**src/rtl/quotient_shift_ctrl.sv**
```systemverilog
// ---------------------------------------------------------------------------
// quotient_shift_ctrl : quotient bit accumulator with IDLE/ACCUM/FULL control.
// Optional overflow flag o_ovf enabled by macro QUOT_SHIFT_OVF_EN. Rev 1.0
// ---------------------------------------------------------------------------
`default_nettype none

module quotient_shift_ctrl #(
  parameter int WIDTH     = 4,
  parameter int MSB_FIRST = 1
) (
  input  logic                       i_clk,
  input  logic                       i_rst_n,
  input  logic                       i_clr,
  input  logic                       i_load,
  input  logic [WIDTH-1:0]           i_data,
  input  logic                       i_shift,
  input  logic                       i_qbit,
  output logic [WIDTH-1:0]           o_q,
  output logic [$clog2(WIDTH+1)-1:0] o_cnt,
  output logic                       o_busy,
  output logic                       o_done,
`ifdef QUOT_SHIFT_OVF_EN
  output logic                       o_ovf,
`endif
  output logic                       o_done_pls
);

  localparam int CW = $clog2(WIDTH + 1);

  typedef enum logic [1:0] {
    ST_IDLE  = 2'd0,
    ST_ACCUM = 2'd1,
    ST_FULL  = 2'd2
  } state_t;

  state_t           state_q, state_d;
  logic [WIDTH-1:0] q_q, q_d;
  logic [CW-1:0]    cnt_q, cnt_d;
  logic             busy_q, busy_d;
  logic             done_q, done_d;
  logic             done_pls_q, done_pls_d;
  logic [WIDTH-1:0] w_shifted;
  logic [CW-1:0]    w_cnt_inc;

  generate
    if (MSB_FIRST != 0) begin : g_msb_first
      assign w_shifted = {q_q[WIDTH-2:0], i_qbit};
    end else begin : g_lsb_first
      assign w_shifted = {i_qbit, q_q[WIDTH-1:1]};
    end
  endgenerate

  assign w_cnt_inc = cnt_q + CW'(1);

  always_comb begin
    state_d = state_q;
    q_d     = q_q;
    cnt_d   = cnt_q;
    if (i_clr) begin
      state_d = ST_IDLE;
      q_d     = '0;
      cnt_d   = '0;
    end else if (i_load) begin
      state_d = ST_ACCUM;
      q_d     = i_data;
      cnt_d   = '0;
    end else if (i_shift && (state_q == ST_ACCUM)) begin
      q_d   = w_shifted;
      cnt_d = w_cnt_inc;
      if (w_cnt_inc == CW'(WIDTH)) begin
        state_d = ST_FULL;
      end
    end
    // Status flags are registered copies of the next state, so they change
    // on the same edge that accepts the request.
    busy_d     = (state_d == ST_ACCUM);
    done_d     = (state_d == ST_FULL);
    done_pls_d = (state_d == ST_FULL) && (state_q != ST_FULL);
  end

  always_ff @(posedge i_clk or negedge i_rst_n) begin
    if (!i_rst_n) begin
      state_q    <= ST_IDLE;
      q_q        <= '0;
      cnt_q      <= '0;
      busy_q     <= 1'b0;
      done_q     <= 1'b0;
      done_pls_q <= 1'b0;
    end else begin
      state_q    <= state_d;
      q_q        <= q_d;
      cnt_q      <= cnt_d;
      busy_q     <= busy_d;
      done_q     <= done_d;
      done_pls_q <= done_pls_d;
    end
  end

`ifdef QUOT_SHIFT_OVF_EN
  logic ovf_q, ovf_d;

  // Sticky until reset, clear or load; a shift dropped by priority never sets it.
  always_comb begin
    ovf_d = ovf_q;
    if (i_clr || i_load) begin
      ovf_d = 1'b0;
    end else if (i_shift && (state_q == ST_FULL)) begin
      ovf_d = 1'b1;
    end
  end

  always_ff @(posedge i_clk or negedge i_rst_n) begin
    if (!i_rst_n) begin
      ovf_q <= 1'b0;
    end else begin
      ovf_q <= ovf_d;
    end
  end

  assign o_ovf = ovf_q;
`endif

  assign o_q        = q_q;
  assign o_cnt      = cnt_q;
  assign o_busy     = busy_q;
  assign o_done     = done_q;
  assign o_done_pls = done_pls_q;

endmodule

`default_nettype wire
```
**config.mk**
```make
export PLATFORM = sky130hd
export DESIGN_NAME = quotient_shift_ctrl
export DESIGN_NICKNAME = d
export VERILOG_FILES = /design/src/rtl/quotient_shift_ctrl.sv
export SDC_FILE = /design/constraint.sdc
export NUM_CORES = 1
export LEC_CHECK = 0
export CELL_PAD_IN_SITES_DETAIL_PLACEMENT = 2
export CELL_PAD_IN_SITES_GLOBAL_PLACEMENT = 2
export CORE_UTILIZATION = 26
export CTS_CLUSTER_DIAMETER = 150
export CTS_CLUSTER_SIZE = 40
export DETAILED_ROUTE_END_ITERATION = 6
export PLACE_DENSITY_LB_ADDON = 0.25
export SETUP_SLACK_MARGIN = 0.3
export SLEW_MARGIN = 5
export SYNTH_ARGS = -nofsm -noshare
export SYNTH_HDL_FRONTEND = slang
export SYNTH_SLANG_ARGS = --single-unit
```
**constraint.sdc**
```tcl
create_clock -name i_clk -period 1.4 [get_ports i_clk]
set_input_delay 0.28 -clock i_clk [delete_from_list [all_inputs] [get_ports i_clk]]
set_output_delay 0.28 -clock i_clk [all_outputs]
set_load 0.03 [all_outputs]
```
==> results of run 1 <==
==> sequential cells by signal, indices dropped and copies added (netlist names) <==
name and flops:
o_done 1, o_busy 1, o_cnt 3, o_q 4, state_q 2, o_done_pls 1
==> where the power goes <==
part	switching, mW	internal (mW)
Clock	0.148	0.159
Sequential	0.0133	0.362
Combinational	0.124	0.141
==> cell families after synthesis <==
logic type               share of synthesized area, %
AND/OR/NAND/NOR                                  22.2
AO/OA/AOI/OAI                                    16.3
flip-flops                                       49.0
adder cells (fa/ha/maj)                          4.08
buffers and inverters                            5.51
XOR/XNOR                                         2.86
==> routing by layer <==
metal  global-route usage [%]  wire length [um]
met1                     20.0               858
met2                     32.7              1170
met4                     6.94                27
met3                     8.18                79
met5                        0                 0
==> worst max-delay path, cell delays in order (launching register included) <==
cell and delay (ns):
dfrtp_1 0.41, nand3b_1 0.26, buf_6 0.19, a2111oi_4 0.28
==> final timing paths <==
path                              end  slack (ns)  cells after the start
max                            o_q[1]        0.15                      3
min                        o_done_pls        0.27                      2
max reg2reg                    o_q[1]        0.15                      3
min reg2reg                state_q[1]        0.69                      3
max in group asynchronous    o_cnt[1]        0.96                      2
min in group i_clk             o_q[0]        0.59                      3
==> synthesized netlist by cell type, types with 2 or more instances <==
cell type	instances
a2111oi_2	3
a21bo_2	2
a21oi_1	4
dfrtp_1	12
ha_1	2
inv_1	3
nand2_1	2
nor2_1	3
nor2b_1	4
nor3_1	4
nor3b_1	2
==> repair_timing <==
action,CTS,global route
hold endpoints to repair,0,0
hold buffers,0,0
gates resized for setup,66,11
pin swaps,4,5
buffers inserted,9,4
endpoints found under the setup margin,22,22
==> through the flow <==
step / setup WS, ns / power, mW / hold WS, ns
floorplan: 0.131 / 0.465 / -0.0156
global placement: -0.181 / 0.561 / 0.545
detailed placement: -0.244 / 0.568 / 0.556
CTS: 0.149 / 0.903 / 0.294
global route: 0.0914 / 0.984 / 0.313
finish: 0.152 / 0.948 / 0.271
==> cell type report <==
cell class	instances	area [sq um]	share of cell area, %
Sequential cell	12	303	25.6
Multi-Input combinational cell	38	414	35.0
Clock buffer	4	36.3	3.07
Tap cell	28	35.0	2.96
Timing Repair Buffer	42	383	32.4
Inverter	3	11.3	0.952
==> flow_summary.json, run 1 <==
{
  "cts_tree": "yes",
  "grt_max_degree": 13,
  "cts.htree.levels": 1,
  "max_freq_ghz": 0.801,
  "setup_viol": 0,
  "overflow": 0,
  "ys.flop_type": "dfrtp_1",
  "dr_total_vias": 591,
  "drive_gt1_share_pct": 58.6,
  "synthTopCellsByArea": "dfrtp_1 (49%), a2111oi_2 (7.3%), ha_1 (4.1%)",
  "final_core_util_pct": 53.5,
  "setup_tns_ns": 0,
  "drv_cap": 0,
  "syn_inst": 56,
  "syn_to_final_growth_pct": 92.9,
  "vdd_drop_max_mv": 0.439,
  "wl_per_cell_um": 16.8,
  "place_hpwl_mm": 1.32,
  "fillers": 235,
  "syn_avg_cell_area_sq_um": 10.9,
  "ant_nets": 0,
  "max-slew-margin-rel_pct": 71.7,
  "critPathRequiredTime_ns": 1.60,
  "end_kind": "flip-flop",
  "clock_sinks": 12,
  "nNetsFinal": 112,
  "insertion_delay_ns": 0.30,
  "rsz0062_at_grt": "true",
  "min_period_ns": 1.25,
  "finalCritPeriodShare_pct": 89.2,
  "initialDrtViolationCount": 0,
  "cts_buffer_depth": 2,
  "initial_core_util_pct": 27.7,
  "rows": 17,
  "crit_arrival_ns": 1.44,
  "async_flop_share_pct": 100,
  "cp-start-kind": "flip-flop",
  "reg2reg_from": "state_q[1]",
  "ys_seq_area_share_pct": 49.0,
  "synth_top_area_cell": "dfrtp_1",
  "placedInstanceArea_sq_um": 913,
  "numCtsBuffers": 3,
  "power_density_mw_per_mm2": 802,
  "final_common_cell": "buf_4",
  "die_x_um": 50.6,
  "synth.distinct_cells": 26,
  "synth_top_area_share_pct": 49.0,
  "viasPerCell": 4.65,
  "synth_area_sq_um": 613,
  "placed_cells": 110,
  "antenna_found_initial": 0,
  "dr.pass1.iters": 1,
  "core-area_sq_mm": 0.00221,
  "drv_slew": 0,
  "fin_skew_ns": 0.00407,
  "cp_max_fo": 4,
  "gp_congestion": 0.719,
  "final_cell_mix": "buf_4 (23), dfrtp_1 (10), buf_6 (9)",
  "final-hold-violation-count": 0,
  "fp.dieH_um": 50.6,
  "ys_seq_elements": 12,
  "grt_util_all_layers_pct": 18.8,
  "cts-root-buf": "clkbuf_4",
  "postLayoutCellArea_sq_mm": 0.00118,
  "cts.clk_slew.worst_paths_ns": 0.09,
  "status": "completed",
  "ios": 20,
  "drc": 0,
  "leakagePower_nw": 0.507,
  "syn_nets": 68,
  "wl_mm": 2.14,
  "die-area_sq_mm": 0.00256,
  "grt_pass1_vias": 663,
  "yosys_warnings": 0,
  "final_cells": 127,
  "worst_slew_pin_slew_ns": 0.423,
  "synth_edf_count": 0,
  "crit_type": "flip-flop to flip-flop",
  "min_path_type": "primary input to asynchronous set/reset pin",
  "num_antenna_cells": 0,
  "grt_pass1_wl_mm": 3.29,
  "io_buffer_count": 19,
  "startpoint": "state_q[1]"
}
No activity file was read; power rests on OpenSTA's default activity.
==> run 2: changes to the inputs <==
--- a/config.mk
+++ b/config.mk
@@ -5,6 +5,7 @@
 export SDC_FILE = /design/constraint.sdc
 export NUM_CORES = 1
 export LEC_CHECK = 0
+export CAP_MARGIN = 30
 export CELL_PAD_IN_SITES_DETAIL_PLACEMENT = 2
 export CELL_PAD_IN_SITES_GLOBAL_PLACEMENT = 2
 export CORE_UTILIZATION = 26
@@ -17,3 +18,4 @@
 export SYNTH_ARGS = -nofsm -noshare
 export SYNTH_HDL_FRONTEND = slang
 export SYNTH_SLANG_ARGS = --single-unit
+export TNS_END_PERCENT = 10
==> flow_summary.json, run 2 (same netlist as run 1, synthesis figures left out) <==
{
  "status": "completed",
  "crit_family": "flip-flops",
  "gp_congestion": 0.661,
  "cts-hold-fix-buffers": 0,
  "reg2reg_from": "o_cnt[0]",
  "cts.clk_slew.worst_paths_ns": 0.08,
  "cp-start-kind": "flip-flop",
  "cts_tree": "yes",
  "combPwrFrac_pct": 24.2,
  "numCtsBuffers": 3,
  "final_cells": 117,
  "grt_pass1_wl_mm": 2.81,
  "initial_core_util_pct": 27.7,
  "cts_buffer_depth": 2,
  "cpPeakStageDelay_ns": 0.45,
  "p_int_mw": 0.569,
  "slowest_stage": "dfrtp_2",
  "cts-root-buf": "clkbuf_4",
  "drv_cap": 0,
  "antenna_found_initial": 0,
  "min_period_ns": 1.26,
  "r2r_cells": 4,
  "setup_viol": 0,
  "rsz0062_at_grt": "true",
  "cp_max_fo": 5,
  "critPathBufInv": 0,
  "final_cell_mix": "buf_4 (14), dfrtp_1 (10), clkdlybuf4s50_1 (8)",
  "p_sw_mw": 0.221,
  "final_common_cell": "buf_4",
  "clock_sinks": 12,
  "dr_total_vias": 548,
  "grt_max_degree": 14,
  "fp.dieH_um": 50.6,
  "pwr-share-clk_pct": 28.6,
  "postLayoutCellArea_sq_um": 991,
  "seqPwrFrac_pct": 47.2,
  "critPathRequiredTime_ns": 1.56,
  "leakagePower_nw": 0.428,
  "core-area_sq_mm": 0.00221,
  "drv_slew": 0,
  "placedInstanceArea_sq_um": 886,
  "drive_gt1_share_pct": 46.1,
  "placed_cells": 108,
  "end_kind": "flip-flop",
  "nNetsFinal": 102,
  "die_x_um": 50.6,
  "grt_util_all_layers_pct": 15.6,
  "insertion_delay_ns": 0.28,
  "r2r-end": "state_q[0]",
  "io_buffer_count": 19,
  "initialDrtViolationCount": 3,
  "crit_type": "flip-flop to flip-flop",
  "vdd_drop_max_mv": 0.426,
  "max_freq_ghz": 0.792,
  "grt_pass1_vias": 572,
  "r2r_setup_slack_ns": 0.14,
  "rows": 17,
  "overflow": 0,
  "grt_util_met1_pct": 19.8,
  "viasPerCell": 4.68,
  "swShare_pct": 28.0,
  "worst_slew_pin_slew_ns": 0.291,
  "path_cells": "ha_4 > xor2_2 > nand3_4 > a21bo_2",
  "num_antenna_cells": 0,
  "syn_to_final_growth_pct": 61.6,
  "ios": 20,
  "fin_skew_ns": 0.0115,
  "gr-usage-met3_pct": 6.36,
  "drc": 0,
  "crit_arrival_ns": 1.42,
  "final-hold-violation-count": 0,
  "finalCritPeriodShare_pct": 90.1,
  "min_path_type": "primary input to asynchronous set/reset pin",
  "wl_mm": 1.67,
  "power_density_mw_per_mm2": 798,
  "wl_per_cell_um": 14.3,
  "largest_reg_flops": 4,
  "power.total_mw": 0.790,
  "cts.htree.levels": 1,
  "grt.busiest_layer": "met2",
  "ant_nets": 0,
  "path_depth": 4,
  "max-slew-margin-rel_pct": 80.5,
  "die-area_sq_mm": 0.00256,
  "use_met2_pct": 24.2,
  "startpoint": "o_cnt[0]",
  "place_hpwl_mm": 1.20,
  "dr.pass1.iters": 3
}
-- run 2: repair_timing --
item                       in CTS  in global routing
pin swaps                       5                  1
setup endpoints to repair      22                 22
gates resized for setup        41                  2
buffers inserted                5                  0
-- run 2: area by class of cell --
| class | count | area (sq um) |
|---|---|---|
| timing repair buffer | 32 | 280 |
| fill | 249 | 1220 |
| tap | 28 | 35.0 |
| inverter | 3 | 11.3 |
| clock buffer | 4 | 26.3 |
| multi-input combinational | 38 | 335 |
| sequential | 12 | 303 |
-- run 2: metal layers --
layer	share of wire (%)	wire length, um
met5	0	0
met4	0.78	13
met3	4.0	67
met2	49	826
met1	46	762
-- run 2: worst max-delay path by stage --
stage	to	slack (ns)
after floorplan	o_busy	0.13
after global placement	o_busy	-0.27
after detailed placement	o_busy	-0.33
after CTS	o_q[3]	0.15
after global routing	state_q[0]	0.08
final	state_q[0]	0.14
-- run 2: power by group through the flow --
stage	combinational [mW]	clock [mW]	sequential, mW
after global placement	0.175	0	0.380
final	0.191	0.226	0.373
after CTS	0.193	0.245	0.373
after global routing	0.206	0.253	0.375
after floorplan	0.0588	0	0.407
after detailed placement	0.177	0	0.380
-- run 2: stage by stage --
stage | setup slack [ns] | util, % | hold WS [ns] | setup TNS, ns
after global placement | -0.275 | 40.0 | 0.549 | -2.26
final | 0.138 | 44.8 | 0.299 | 0
after detailed placement | -0.329 | 40.0 | 0.559 | -2.69
after global routing | 0.0815 | 44.8 | 0.325 | 0
after floorplan | 0.130 | - | -0.0156 | 0
after CTS | 0.153 | 44.5 | 0.293 | 0
